`src/rtl/madnes_tam_pkg.sv`:
```
// madnes_tam_pkg: shared types and constants for the TAM tilemap reader.
//   tam_entry_t    : one 16-bit TAM entry {vflip, hflip, palette, tile}
//   tile_rec_t     : one FIFO record (entry + effective fine_y + last flag), 20 bits
//   fetch_state_t  : reader FSM states
//   row_base()     : row * map_w built from shifted adds of the constant's set bits
package madnes_tam_pkg;

    localparam int unsigned MAP_W_C      = 40;
    localparam int unsigned MAP_H_C      = 30;
    localparam int unsigned TILE_PX_LOG2 = 3;
    localparam int unsigned SCREEN_H     = 240;

    typedef struct packed {
        logic       vflip;
        logic       hflip;
        logic [3:0] palette;
        logic [9:0] tile;
    } tam_entry_t;

    typedef struct packed {
        tam_entry_t entry;
        logic [2:0] fine_y;
        logic       last;
    } tile_rec_t;

    typedef enum logic [1:0] {
        IDLE  = 2'd0,
        FETCH = 2'd1,
        DRAIN = 2'd2
    } fetch_state_t;

    // map_w is an elaboration constant, so this reduces to a fixed adder tree.
    function automatic logic [10:0] row_base(input logic [5:0] row, input int unsigned map_w);
        logic [10:0] acc;
        acc = '0;
        for (int unsigned b = 0; b < 11; b++) begin
            if (map_w[b]) acc = acc + (11'(row) << b);
        end
        return acc;
    endfunction

endpackage

```
`src/rtl/tam_fetch_fifo.sv`:
```
// tam_fetch_fifo: synchronous FIFO for tile records (registered storage, read data
// presented from the head entry).
//   clk, rst_n : clock, asynchronous active-low reset (storage cleared too)
//   flush      : empties the FIFO; has priority over push/pop
//   push, wr_data : write request and data; accepted when not full or when popping
//   pop        : read request; ignored when empty
//   rd_data    : head entry
//   full, empty: occupancy flags
module tam_fetch_fifo #(
    parameter int unsigned WIDTH = 20,
    parameter int unsigned DEPTH = 4
) (
    input  logic             clk,
    input  logic             rst_n,
    input  logic             flush,
    input  logic             push,
    input  logic [WIDTH-1:0] wr_data,
    input  logic             pop,
    output logic [WIDTH-1:0] rd_data,
    output logic             full,
    output logic             empty
);

    localparam int unsigned AW = $clog2(DEPTH);

    logic [WIDTH-1:0] mem [DEPTH];
    logic [AW:0]      wr_ptr;
    logic [AW:0]      rd_ptr;
    logic             do_push;
    logic             do_pop;

    assign empty   = (wr_ptr == rd_ptr);
    assign full    = (wr_ptr[AW] != rd_ptr[AW]) && (wr_ptr[AW-1:0] == rd_ptr[AW-1:0]);
    assign do_pop  = pop && !empty;
    assign do_push = push && (!full || do_pop);
    assign rd_data = mem[rd_ptr[AW-1:0]];

    always_ff @(posedge clk or negedge rst_n) begin
        if (!rst_n) begin
            wr_ptr <= '0;
            rd_ptr <= '0;
            for (int unsigned i = 0; i < DEPTH; i++) mem[i] <= '0;
        end else if (flush) begin
            wr_ptr <= '0;
            rd_ptr <= '0;
        end else begin
            if (do_push) begin
                mem[wr_ptr[AW-1:0]] <= wr_data;
                wr_ptr              <= wr_ptr + (AW+1)'(1);
            end
            if (do_pop) rd_ptr <= rd_ptr + (AW+1)'(1);
        end
    end

endmodule

```
`src/rtl/tam_fetcher.sv`:
```
// tam_fetcher: reader side of the TAM tilemap RAM. On line_start it samples the
// scroll/line inputs, then walks MAP_W+1 entries of one map row (wrapping the
// column), decodes them and queues per-tile records for the pixel pipeline.
//   clk, rst_n                  : clock, asynchronous active-low reset
//   line_start, line_y, scroll_x, scroll_y : per-line sample inputs
//   tam_read_addr / tam_read_data : registered RAM address, combinational read data
//   out_valid / out_ready        : record handshake
//   out_tile, out_palette, out_hflip, out_vflip, out_fine_y, out_last : record fields
//   fine_x                      : scroll_x[2:0] latched at line_start
//   line_done                   : pulse after the last record of a line is accepted
//   stat_underruns              : underrun counter, built only with TAM_FETCH_STATS_EN
// Optional feature macro: TAM_FETCH_STATS_EN.
module tam_fetcher
    import madnes_tam_pkg::*;
#(
    parameter int unsigned MAP_W      = MAP_W_C,
    parameter int unsigned MAP_H      = MAP_H_C,
    parameter int unsigned FIFO_DEPTH = 4
) (
    input  logic        clk,
    input  logic        rst_n,
    input  logic        line_start,
    input  logic [7:0]  line_y,
    input  logic [8:0]  scroll_x,
    input  logic [7:0]  scroll_y,
    output logic [10:0] tam_read_addr,
    input  logic [15:0] tam_read_data,
    output logic        out_valid,
    input  logic        out_ready,
    output logic [9:0]  out_tile,
    output logic [3:0]  out_palette,
    output logic        out_hflip,
    output logic        out_vflip,
    output logic [2:0]  out_fine_y,
    output logic        out_last,
    output logic [2:0]  fine_x,
    output logic        line_done,
    output logic [15:0] stat_underruns
);

    localparam int unsigned CW = $clog2(MAP_W + 1);

    if (FIFO_DEPTH < 2 || (FIFO_DEPTH & (FIFO_DEPTH - 1)) != 0) begin : g_bad_depth
        $error("tam_fetcher: FIFO_DEPTH must be a power of two, at least 2");
    end
    if (MAP_W > 63 || MAP_W * MAP_H > 2048) begin : g_bad_map
        $error("tam_fetcher: map does not fit the 11-bit TAM address space");
    end

    fetch_state_t    state;
    logic [10:0]     base;
    logic [5:0]      col;
    logic [5:0]      col_n;
    logic [CW-1:0]   count;
    logic [2:0]      fy;

    logic [8:0]      y_sum;
    logic [8:0]      y_eff;
    logic [5:0]      row_s;
    logic [5:0]      col_s;
    logic [10:0]     base_s;

    logic            push;
    logic            pop;
    logic            fifo_full;
    logic            fifo_empty;
    tile_rec_t       wr_rec;
    tile_rec_t       rd_rec;
    logic [$bits(tile_rec_t)-1:0] fifo_rd;

    // Line sample: wrap y into the screen, first column into the map.
    always_comb begin
        y_sum = {1'b0, line_y} + {1'b0, scroll_y};
        y_eff = (y_sum >= 9'(SCREEN_H)) ? y_sum - 9'(SCREEN_H) : y_sum;
        row_s = y_eff[8:TILE_PX_LOG2];
        col_s = scroll_x[8:TILE_PX_LOG2];
        if (col_s >= 6'(MAP_W)) col_s = col_s - 6'(MAP_W);
        base_s = row_base(row_s, MAP_W);
    end

    assign col_n = (col == 6'(MAP_W - 1)) ? '0 : col + 6'd1;

    assign out_valid = !fifo_empty;
    assign pop       = out_valid && out_ready;
    // A full FIFO still takes an entry when the head leaves in the same cycle.
    assign push      = (state == FETCH) && !line_start && (!fifo_full || pop);

    always_comb begin
        wr_rec.entry  = tam_entry_t'(tam_read_data);
        wr_rec.fine_y = wr_rec.entry.vflip ? 3'd7 - fy : fy;
        wr_rec.last   = (count == CW'(MAP_W));
    end

    always_ff @(posedge clk or negedge rst_n) begin
        if (!rst_n) begin
            state         <= IDLE;
            base          <= '0;
            col           <= '0;
            count         <= '0;
            fy            <= '0;
            fine_x        <= '0;
            tam_read_addr <= '0;
            line_done     <= 1'b0;
        end else begin
            line_done <= pop && rd_rec.last;
            if (line_start) begin
                // Restart from the new sample in any state; the FIFO flushes alongside.
                state         <= FETCH;
                base          <= base_s;
                col           <= col_s;
                count         <= '0;
                fy            <= y_eff[TILE_PX_LOG2-1:0];
                fine_x        <= scroll_x[2:0];
                tam_read_addr <= base_s + 11'(col_s);
            end else begin
                case (state)
                    FETCH: begin
                        if (push) begin
                            count         <= count + CW'(1);
                            col           <= col_n;
                            tam_read_addr <= base + 11'(col_n);
                            if (count == CW'(MAP_W)) state <= DRAIN;
                        end
                    end
                    DRAIN: begin
                        if (pop && rd_rec.last) state <= IDLE;
                    end
                    default: ;
                endcase
            end
        end
    end

    tam_fetch_fifo #(
        .WIDTH ($bits(tile_rec_t)),
        .DEPTH (FIFO_DEPTH)
    ) u_fifo (
        .clk     (clk),
        .rst_n   (rst_n),
        .flush   (line_start),
        .push    (push),
        .wr_data (wr_rec),
        .pop     (pop),
        .rd_data (fifo_rd),
        .full    (fifo_full),
        .empty   (fifo_empty)
    );

    assign rd_rec      = tile_rec_t'(fifo_rd);
    assign out_tile    = rd_rec.entry.tile;
    assign out_palette = rd_rec.entry.palette;
    assign out_hflip   = rd_rec.entry.hflip;
    assign out_vflip   = rd_rec.entry.vflip;
    assign out_fine_y  = rd_rec.fine_y;
    assign out_last    = rd_rec.last;

`ifdef TAM_FETCH_STATS_EN
    logic [15:0] underruns;

    always_ff @(posedge clk or negedge rst_n) begin
        if (!rst_n) begin
            underruns <= '0;
        end else if (state != IDLE && out_ready && !out_valid && underruns != '1) begin
            underruns <= underruns + 16'd1;
        end
    end

    assign stat_underruns = underruns;
`else
    assign stat_underruns = '0;
`endif

endmodule

```
`config.mk`:
```
export PLATFORM = sky130hd
export DESIGN_NAME = tam_fetcher
export DESIGN_NICKNAME = d
export VERILOG_FILES = /design/src/rtl/madnes_tam_pkg.sv /design/src/rtl/tam_fetch_fifo.sv /design/src/rtl/tam_fetcher.sv
export SDC_FILE = /design/constraint.sdc
export NUM_CORES = 1
export LEC_CHECK = 0
export CAP_MARGIN = 20
export CELL_PAD_IN_SITES_DETAIL_PLACEMENT = 1
export CELL_PAD_IN_SITES_GLOBAL_PLACEMENT = 1
export CORE_MARGIN = 10
export CORE_UTILIZATION = 35
export DETAILED_ROUTE_END_ITERATION = 10
export PLACE_DENSITY_LB_ADDON = 0.1
export SETUP_SLACK_MARGIN = 0.4
export SLEW_MARGIN = 15
export SYNTH_ARGS = -nofsm -noshare
export SYNTH_HDL_FRONTEND = slang
export SYNTH_HIERARCHICAL = 1
export SYNTH_SLANG_ARGS = --single-unit
```
`constraint.sdc`:
```
create_clock -name clk -period 2.65 [get_ports clk]
set_input_delay 0.53 -clock clk [delete_from_list [all_inputs] [get_ports clk]]
set_output_delay 0.53 -clock clk [all_outputs]
set_load 0.05 [all_outputs]
```
# After elaboration in Yosys (flattened, before gate mapping)
# Index checks and enable logic that the tools add are counted.
# totals
latchBits	0
in_bits	45
wordCells	92
ram_bits	0
n_memories	0
reg_bits	129
romBits	0
# op_classes
eq_ne	10
n_reduce_logical	21
mux	28
add_sub_neg	11
div	0
shift	0
mul	0
n_lt_le_gt_ge	5
bitwise_logic	3
# op_table
operator	n
80-bit bitwise mux	1
20-bit 2-to-1 mux	3
6-bit 2-to-1 mux	8
20-bit binary-select mux with 2-bit select	1
20-bit demux with 2-bit select	1
11-bit 2-to-1 mux	3
11-bit by 6-bit adder with 11-bit output	2
3-bit 2-to-1 mux	5
6-bit by 1-bit adder with 6-bit output (second input constant)	2
6-bit equality test (second input constant)	2
9-bit by 11-bit adder with 11-bit output	1
8-bit by 8-bit adder with 9-bit output	1
9-bit by 8-bit greater-or-equal comparator with 1-bit output (second input constant)	1
9-bit 2-to-1 mux	1
9-bit by 8-bit subtractor with 9-bit output (second input constant)	1
1-bit logical AND	8
2-bit 2-to-1 mux	4
2-bit nonzero test	4
3-bit by 1-bit adder with 3-bit output (second input constant)	2
3-bit greater-or-equal comparator (second input constant)	2
6-bit greater-or-equal comparator (second input constant)	1
3-bit by 2-bit != test with 1-bit output (second input constant)	2
2-bit NOT with 3-bit output	2
6-bit subtractor (second input constant)	1
other kinds (15)	19

# Longest topological paths before layout
# Gate-level depths: netlist (run 1).
# depth
ltp_word	8
mapped_depth	22
ltp_nobuf	21

# Hierarchy
# The synthesis (run 1) kept the hierarchy.
# modules_own_cells
module	instances	cells_per_inst	area_per_inst_um2
tam_fetch_fifo	1	249	4052.6
tam_fetcher	1	352	3139.3

# Worst setup path before layout (run 1)
# Ideal clock, no wire load.
# synth_timing
path_kind	input -> register
from	input line_y[0]
to	register tam_read_addr[10]
path_buffers	1
slack_ps	-2173
arrival_ps	4705
path_stages	20
required_time_ps	2532
path_cell_list	ha_1 fa_1 nand3_1 a21oi_1 or2_1 clkbuf_1 inv_1 ha_1 nand3_1 or4_4 o21ai_2 o21ai_0 ha_1 a41oi_1 o31ai_1 and2_1 or4_4 nor4_4 xnor2_1 a21o_1
# synth_via
elab_chain_cells	6
word_cells_on_any_way	7
cone_classes	4 x add/sub; 1 x order compare; 2 x mux
# synth_rtl
item	line	rtl
start, declared	tam_fetcher.sv:23	input logic [7:0] line_y,
8-bit by 8-bit adder with 9-bit output (*)	tam_fetcher.sv:73	y_sum = {1'b0, line_y} + {1'b0, scroll_y};
9-bit by 8-bit subtractor with 9-bit output / 9-bit by 8-bit greater-or-equal comparator with 1-bit output (equally long branches)	tam_fetcher.sv:74	y_eff = (y_sum >= 9'(SCREEN_H)) ? y_sum - 9'(SCREEN_H) : y_sum;
9-bit 2-to-1 mux (*)	tam_fetcher.sv:74	
9-bit by 11-bit adder with 11-bit output (*)	madnes_tam_pkg.sv:37	if (map_w[b]) acc = acc + (11'(row) << b);
11-bit by 6-bit adder with 11-bit output (*)	tam_fetcher.sv:114	tam_read_addr <= base_s + 11'(col_s);
11-bit 2-to-1 mux (*)	tam_fetcher.sv:106	if (line_start) begin
end signal, assigned	tam_fetcher.sv:114	
end signal, assigned	tam_fetcher.sv:121	tam_read_addr <= base + 11'(col_n);
end, declared	tam_fetcher.sv:26	output logic [10:0] tam_read_addr,
# Mark *: on every way between the ends. The rest lies on a longest branch, timed or not.
# A chain may end at the register's enable or synchronous reset.

# Worst setup path in the final report (run 1)
# layout_timing
from	input line_y[0]
to	register tam_read_addr[8]
# The elaborated chain is that of the path after synthesis.

==> results of run 1 <==
==> layer usage <==
metal / track usage [%] / vias to the layer above
met5: 0 / -
met2: 31.03 / 62
met4: 3.934 / 0
met1: 19.75 / 2881
met3: 3.146 / 13
li1: - / 2577
==> critical path: stages <==
cell	delay, ns
buf_6	0.10
ha_4	0.17
fa_2	0.36
nand3_2	0.10
a21oi_2	0.06
or2_4	0.27
inv_4	0.06
ha_4	0.12
nand3_2	0.05
or4_4	0.46
o21ai_4	0.24
nand2_2	0.11
o21ai_4	0.10
ha_4	0.24
a41oi_2	0.18
o31ai_4	0.11
and2_4	0.16
or4_4	0.56
buf_6	0.14
buf_6	0.10
xor2_1	0.14
a21oi_1	0.14
==> through the flow <==
step	cell area, sq um	instances	setup WS (ns)	TNS (ns)
after floorplan	7453	616	-1.752	-16.48
after global placement	9236	1011	-2.102	-23.17
after detailed placement	9236	1011	-2.233	-24.07
after CTS	10980	1082	-1.527	-12.88
after global routing	11210	1098	-1.610	-23.01
final	11210	1098	-1.519	-16.19
==> kinds of logic (layout without fill, tap and decap cells) <==
family,Yosys count,after routing,share of synthesized area (%)
flip-flops,123,123,42.80
AND/OR/NAND/NOR,131,131,9.604
XOR/XNOR,41,41,5.724
other,1,16,0.05214
adder cells (fa/ha/maj),31,31,5.567
multiplexers,120,120,21.80
buffers and inverters,64,276,5.219
AO/OA/AOI/OAI,90,90,9.238
==> placed cells by master, fill, tap and decap left out, drive strengths merged, types with 5 or more instances in the layout <==
cell	instances
buf	163
dfrtp	123
mux2	93
clkdlybuf4s50	42
nor2	39
a21oi	29
nand2	28
ha	28
clkbuf	27
xor2	24
inv	24
mux4	20
o21ai	19
conb	16
xnor2	16
nand3	10
a211oi	8
nand2b	7
mux2i	7
nor3	7
a21o	6
and3b	6
o41ai	5
nor2b	5
clkdlybuf4s15	5
or2	5
==> registers in the layout, summed over array words and instances (netlist names) <==
| name | flops |
|---|---|
| base | 8 |
| col | 3 |
| count | 6 |
| fine_x | 3 |
| fy | 3 |
| line_done | 1 |
| state | 2 |
| tam_read_addr | 11 |
| u_fifo/mem | 80 |
| u_fifo/rd_ptr | 3 |
| u_fifo/wr_ptr | 3 |
==> path summary, 6_finish.rpt <==
| check | endpoint | from |
|---|---|---|
| worst max-delay path | tam_read_addr[8]$_DFFE_PN0P_ | line_y[0] |
| worst min-delay path | u_fifo/mem[17]$_DFFE_PN0P_ | rst_n |
| worst max register to register | u_fifo/mem[47]$_DFFE_PN0P_ | u_fifo/rd_ptr[0]$_DFFE_PN0P_ |
| worst min register to register | fine_x[0]$_DFFE_PN0P_ | fine_x[0]$_DFFE_PN0P_ |
| max in group asynchronous | u_fifo/mem[30]$_DFFE_PN0P_ | rst_n |
| min in group clk | fine_x[0]$_DFFE_PN0P_ | fine_x[0]$_DFFE_PN0P_ |
==> where the power goes <==
group | internal (W) | leakage, nW | switching [W] | total [W]
Combinational | 0.00262 | 3.38 | 0.00227 | 0.00489
Clock | 0.00140 | 0.275 | 0.000948 | 0.00235
Sequential | 0.00240 | 1.53 | 0.000359 | 0.00276
Total | 0.00642 | 5.19 | 0.00358 | 0.0100
==> timing repair <==
action                                  4_1_cts  5_1_grt
buffers inserted                             27       16
pin swaps                                    33       18
cloned                                       12        0
resized for setup                           169       49
endpoints found under the setup margin      116      124
==> final cells by class <==
class	instances	area [sq um]	area share [%]
Tap cell	270	337.8	3.012
Multi-Input combinational cell	429	4627	41.26
Clock buffer	18	429.2	3.827
Inverter	19	76.32	0.6806
Timing Repair Buffer	225	2502	22.31
Sequential cell	123	3082	27.48
Clock inverter	14	160.2	1.428
==> results.cfg, run 1 <==
[run_status]
status = complete, but fails checks
failed_checks = negative setup slack

[clock_tree]
cts_tree = done
cts_root_buffer = clkbuf_16
cts.sinks = 123
clock_latency_ns = 0.42
numCtsBuffers = 17
htreeDepth = 4
cts.hold.buffers_added = 0
path_clk_slew_ns = 0.06
max-clock-path-buffers = 2

[flow_run]
drv_cap = 0

[timing]
grt_setup_unrepaired = yes
clock.fmax_ghz = 0.2398
finClkSkew_ns = 0.01293
slew_violations = 0
slew_headroom_pct = 58.30
fin_crit_sh_pct = 157.3
min_period_ns = 4.169
holdWs_ns = 0.08319
timing.final.ws_setup_ns = -1.519
finalSetupViolations = 56
worstMarginPinSlew_ns = 0.6256
hold_viol_final = 0

[logic_synthesis]
ys_seq_area_share_pct = 42.80
synth_area_per_cell_sq_um = 11.97
synth-edff-count = 0
netlist_top_cells_count = dfrtp_1, mux2_2, nor2_1
ys_types = 68
netlist.top_cell.by_area = dfrtp_1
synth-main-ff-cell = dfrtp_1
postSynthCellCount = 601
async_flop_share_pct = 100.0
synth_warnings = 6
netlist_top_cells_area = dfrtp_1, mux2_2, mux4_2
ys_seq_elements = 123
synth_area_sq_um = 7192
yosysMostFrequentCell = dfrtp_1
netlist.area_leader.share_pct = 42.80

[final_layout]
drive_gt1_share_pct = 48.79
area_growth_pct = 55.93
nNetsFinal = 890
n_fill_cell = 2030
diodes = 0
fin_util_pct = 55.42

[global_routing]
gr-total-overflow = 0
antenna_found_initial = 0
grt_pass1_wl_mm = 35.56
grt_max_degree = 59
grt_usage_pct = 16.88
grt_pass1_vias = 6274

[power]
ir_worst_vdd_uv = 488.8
p_total_w = 0.01000
power_density_nw_per_um2 = 891.9
power_leakage_nw = 5.188

[place]
dp_hpwl_mm = 13.67
gp_congestion = 0.8116
portBuffers = 80

[detailed_routing]
ant_nets = 0
wl_per_cell_microns = 20.61
top_layer_used = met4
via_count = 5533
wl_met1_mm = 9.433
drc = 0
wl_mm = 22.63
routed_via_density = 5.039
wl_met2_mm = 12.46
drtIter0Drc = 266
dr.pass1.iters = 4
wl_met3_microns = 551

[setup_path]
worstSetupPathType = in2reg
end_kind = flop
reg2reg_slack_ns = -0.09
crit_arrival_ns = 4.50
worstPathRequired_ns = 2.98
worstRegToRegCells = 14
worst-path-max-fanout = 4
start_kind = input pin

[die]
rows = 52
die_area_sq_um = 26680
start_util_pct = 35.54
fp.dieW_microns = 163.3
core_area_sq_um = 20230
die_height_microns = 163.3
io_pins = 97

[min_path]
hold_class = in2async
Note: power is estimated with default switching activity, not from simulation.
==> run 2: changes to the inputs <==
- HOLD_SLACK_MARGIN: unset -> 0.15
==> run 2 against run 1 <==
  * The run still ends with negative setup slack left
  * Final cell count hardly changed
  * Hold slack better by 0.42 ns
  * Clock-buffer cell count stayed put
  * Power hardly changed
  * First-iteration DRC count is 1.9% higher
  * Register-to-register slack hardly changed
  * Clock skew hardly changed
  * Clock power hardly changed
  * Largest power group unchanged
  * Critical path type unchanged
  * Setup slack hardly changed
  * Largest cell class unchanged
  * Routed wire length hardly changed
==> results.cfg, run 2 (synthesized netlist as in run 1, its figures left out) <==
[final_layout]
fin_util_pct = 55.47
regMostFlops = u_fifo/mem
area_growth_pct = 56.07
layout.cells.non_filler = 1099
largest_reg_flops = 80
drive_gt1_share_pct = 48.73
mostFrequentLayoutCells = dfrtp_1, buf_4, mux2_4
final_common_cell = dfrtp_1
reg_top3 = u_fifo/mem: 80 flops, tam_read_addr: 11 flops, base: 8 flops
diodes = 0
nNetsFinal = 891

[timing]
hold_viol_final = 0
clock.fmax_ghz = 0.2399
finClkSkew_ns = 0.01305
fin_crit_sh_pct = 157.3
slew_violations = 0
worstMarginPinSlew_ns = 0.6266
grt_setup_unrepaired = yes
finalSetupViolations = 55
timing.final.ws_setup_ns = -1.519
min_period_ns = 4.169
slew_headroom_pct = 58.23

[die]
rows = 52
core_area_sq_um = 20230
io_pins = 97
start_util_pct = 35.54
die_height_microns = 163.3
fp.dieW_microns = 163.3
die_area_sq_um = 26680

[power]
power_density_nw_per_um2 = 890.9
ir_worst_vdd_uv = 488.8
p_total_w = 0.01000
power_leakage_nw = 5.192

[flow_run]
drv_cap = 0

[setup_path]
crit_path_top_delay_cell = or4_4
worst-path-max-fanout = 4
crit_family = simple AND/OR/NAND/NOR gates
path_cells = buf_6 -> ha_4 -> fa_2 -> nand3_2 -> a21oi_2 -> or2_4 -> inv_4 -> ha_4 -> nand3_2 -> or4_4 -> o21ai_4 -> nand2_2 -> o21ai_4 -> ha_4 -> a41oi_2 -> o31ai_4 -> and2_4 -> or4_4 -> buf_6 -> buf_6 -> xor2_1 -> a21oi_1
path_buf_inv = 4
end_kind = flop
start_kind = input pin
worstPathRequired_ns = 2.98
worstSetupPathType = in2reg
crit_arrival_ns = 4.50
cpPeakStageDelay_ns = 0.56

[detailed_routing]
routed_via_density = 5.026
dr.pass1.iters = 4
wl_mm = 22.62
wl_per_cell_microns = 20.59
via_count = 5524
drtIter0Drc = 271
drc = 0
ant_nets = 0

[clock_tree]
max-clock-path-buffers = 2
numCtsBuffers = 17
cts_tree = done
htreeDepth = 4
path_clk_slew_ns = 0.06
cts_root_buffer = clkbuf_16
cts.sinks = 123
clock_latency_ns = 0.42

[global_routing]
grt_usage_pct = 16.88
gr-total-overflow = 0
grt_max_degree = 59
grt_pass1_wl_mm = 35.58
antenna_found_initial = 0
grt_pass1_vias = 6280

[place]
dp.cells = 1011
portBuffers = 80
gp_congestion = 0.8116
dp_hpwl_mm = 13.67

[run_status]
status = complete, but fails checks
failed_checks = negative setup slack

[min_path]
hold_class = reg2reg
==> run 2: power breakdown <==
group | internal (W) | switching, W | total [W]
clock network | 0.00140 | 0.000945 | 0.00235
registers | 0.00240 | 0.000359 | 0.00276
logic | 0.00262 | 0.00227 | 0.00490
total | 0.00642 | 0.00358 | 0.0100
==> run 2: per-layer routing <==
| metal | track usage (%) | vias to the layer above | share of wire [%] |
|---|---|---|---|
| li1 | - | 2578 | - |
| met1 | 19.75 | 2873 | 42 |
| met2 | 31.03 | 60 | 55 |
| met3 | 3.171 | 13 | 2.4 |
| met4 | 3.934 | 0 | 0.82 |
| met5 | 0 | - | 0 |
==> run 2: what timing repair did <==
action | in CTS | in global routing
endpoints found under the hold margin | 35 | 0
hold buffers | 1 | 0
cloned | 12 | 0
pin swaps | 33 | 18
resized for setup | 169 | 49
setup endpoints to repair | 116 | 124
buffers inserted | 27 | 16
==> run 2: final cells by class <==
type                    instances  area, sq um
multi-input cells             429         4627
well taps                     270        337.8
clock buffers                  18        429.2
fillers                      2029         9010
repair buffers                226         2512
flip-flops and latches        123         3082
clock inverters                14        160.2
inverters                      19        76.32
==> run 2: worst paths after layout <==
kind	from	to	slack [ns]	cells after the start
min in group asynchronous	rst_n	u_fifo/mem[17]$_DFFE_PN0P_	0.63	2
max in group asynchronous	rst_n	u_fifo/mem[30]$_DFFE_PN0P_	1.29	3
setup / recovery	line_y[0]	tam_read_addr[8]$_DFFE_PN0P_	-1.52	22
hold / removal	fine_x[0]$_DFFE_PN0P_	fine_x[0]$_DFFE_PN0P_	0.50	1
hold reg to reg	fine_x[0]$_DFFE_PN0P_	fine_x[0]$_DFFE_PN0P_	0.50	1
setup reg to reg	u_fifo/rd_ptr[0]$_DFFE_PN0P_	u_fifo/mem[47]$_DFFE_PN0P_	-0.08	14
==> run 2: through the flow <==
stage	area, sq um	hold slack, ns	setup slack [ns]	TNS [ns]
global route	11220	0.5228	-1.610	-23.01
CTS	10990	0.5050	-1.527	-12.88
floorplan	7453	0.2344	-1.752	-16.48
finish	11220	0.5024	-1.519	-16.12
detailed placement	9236	0.4768	-2.233	-24.07
global placement	9236	0.4680	-2.102	-23.17
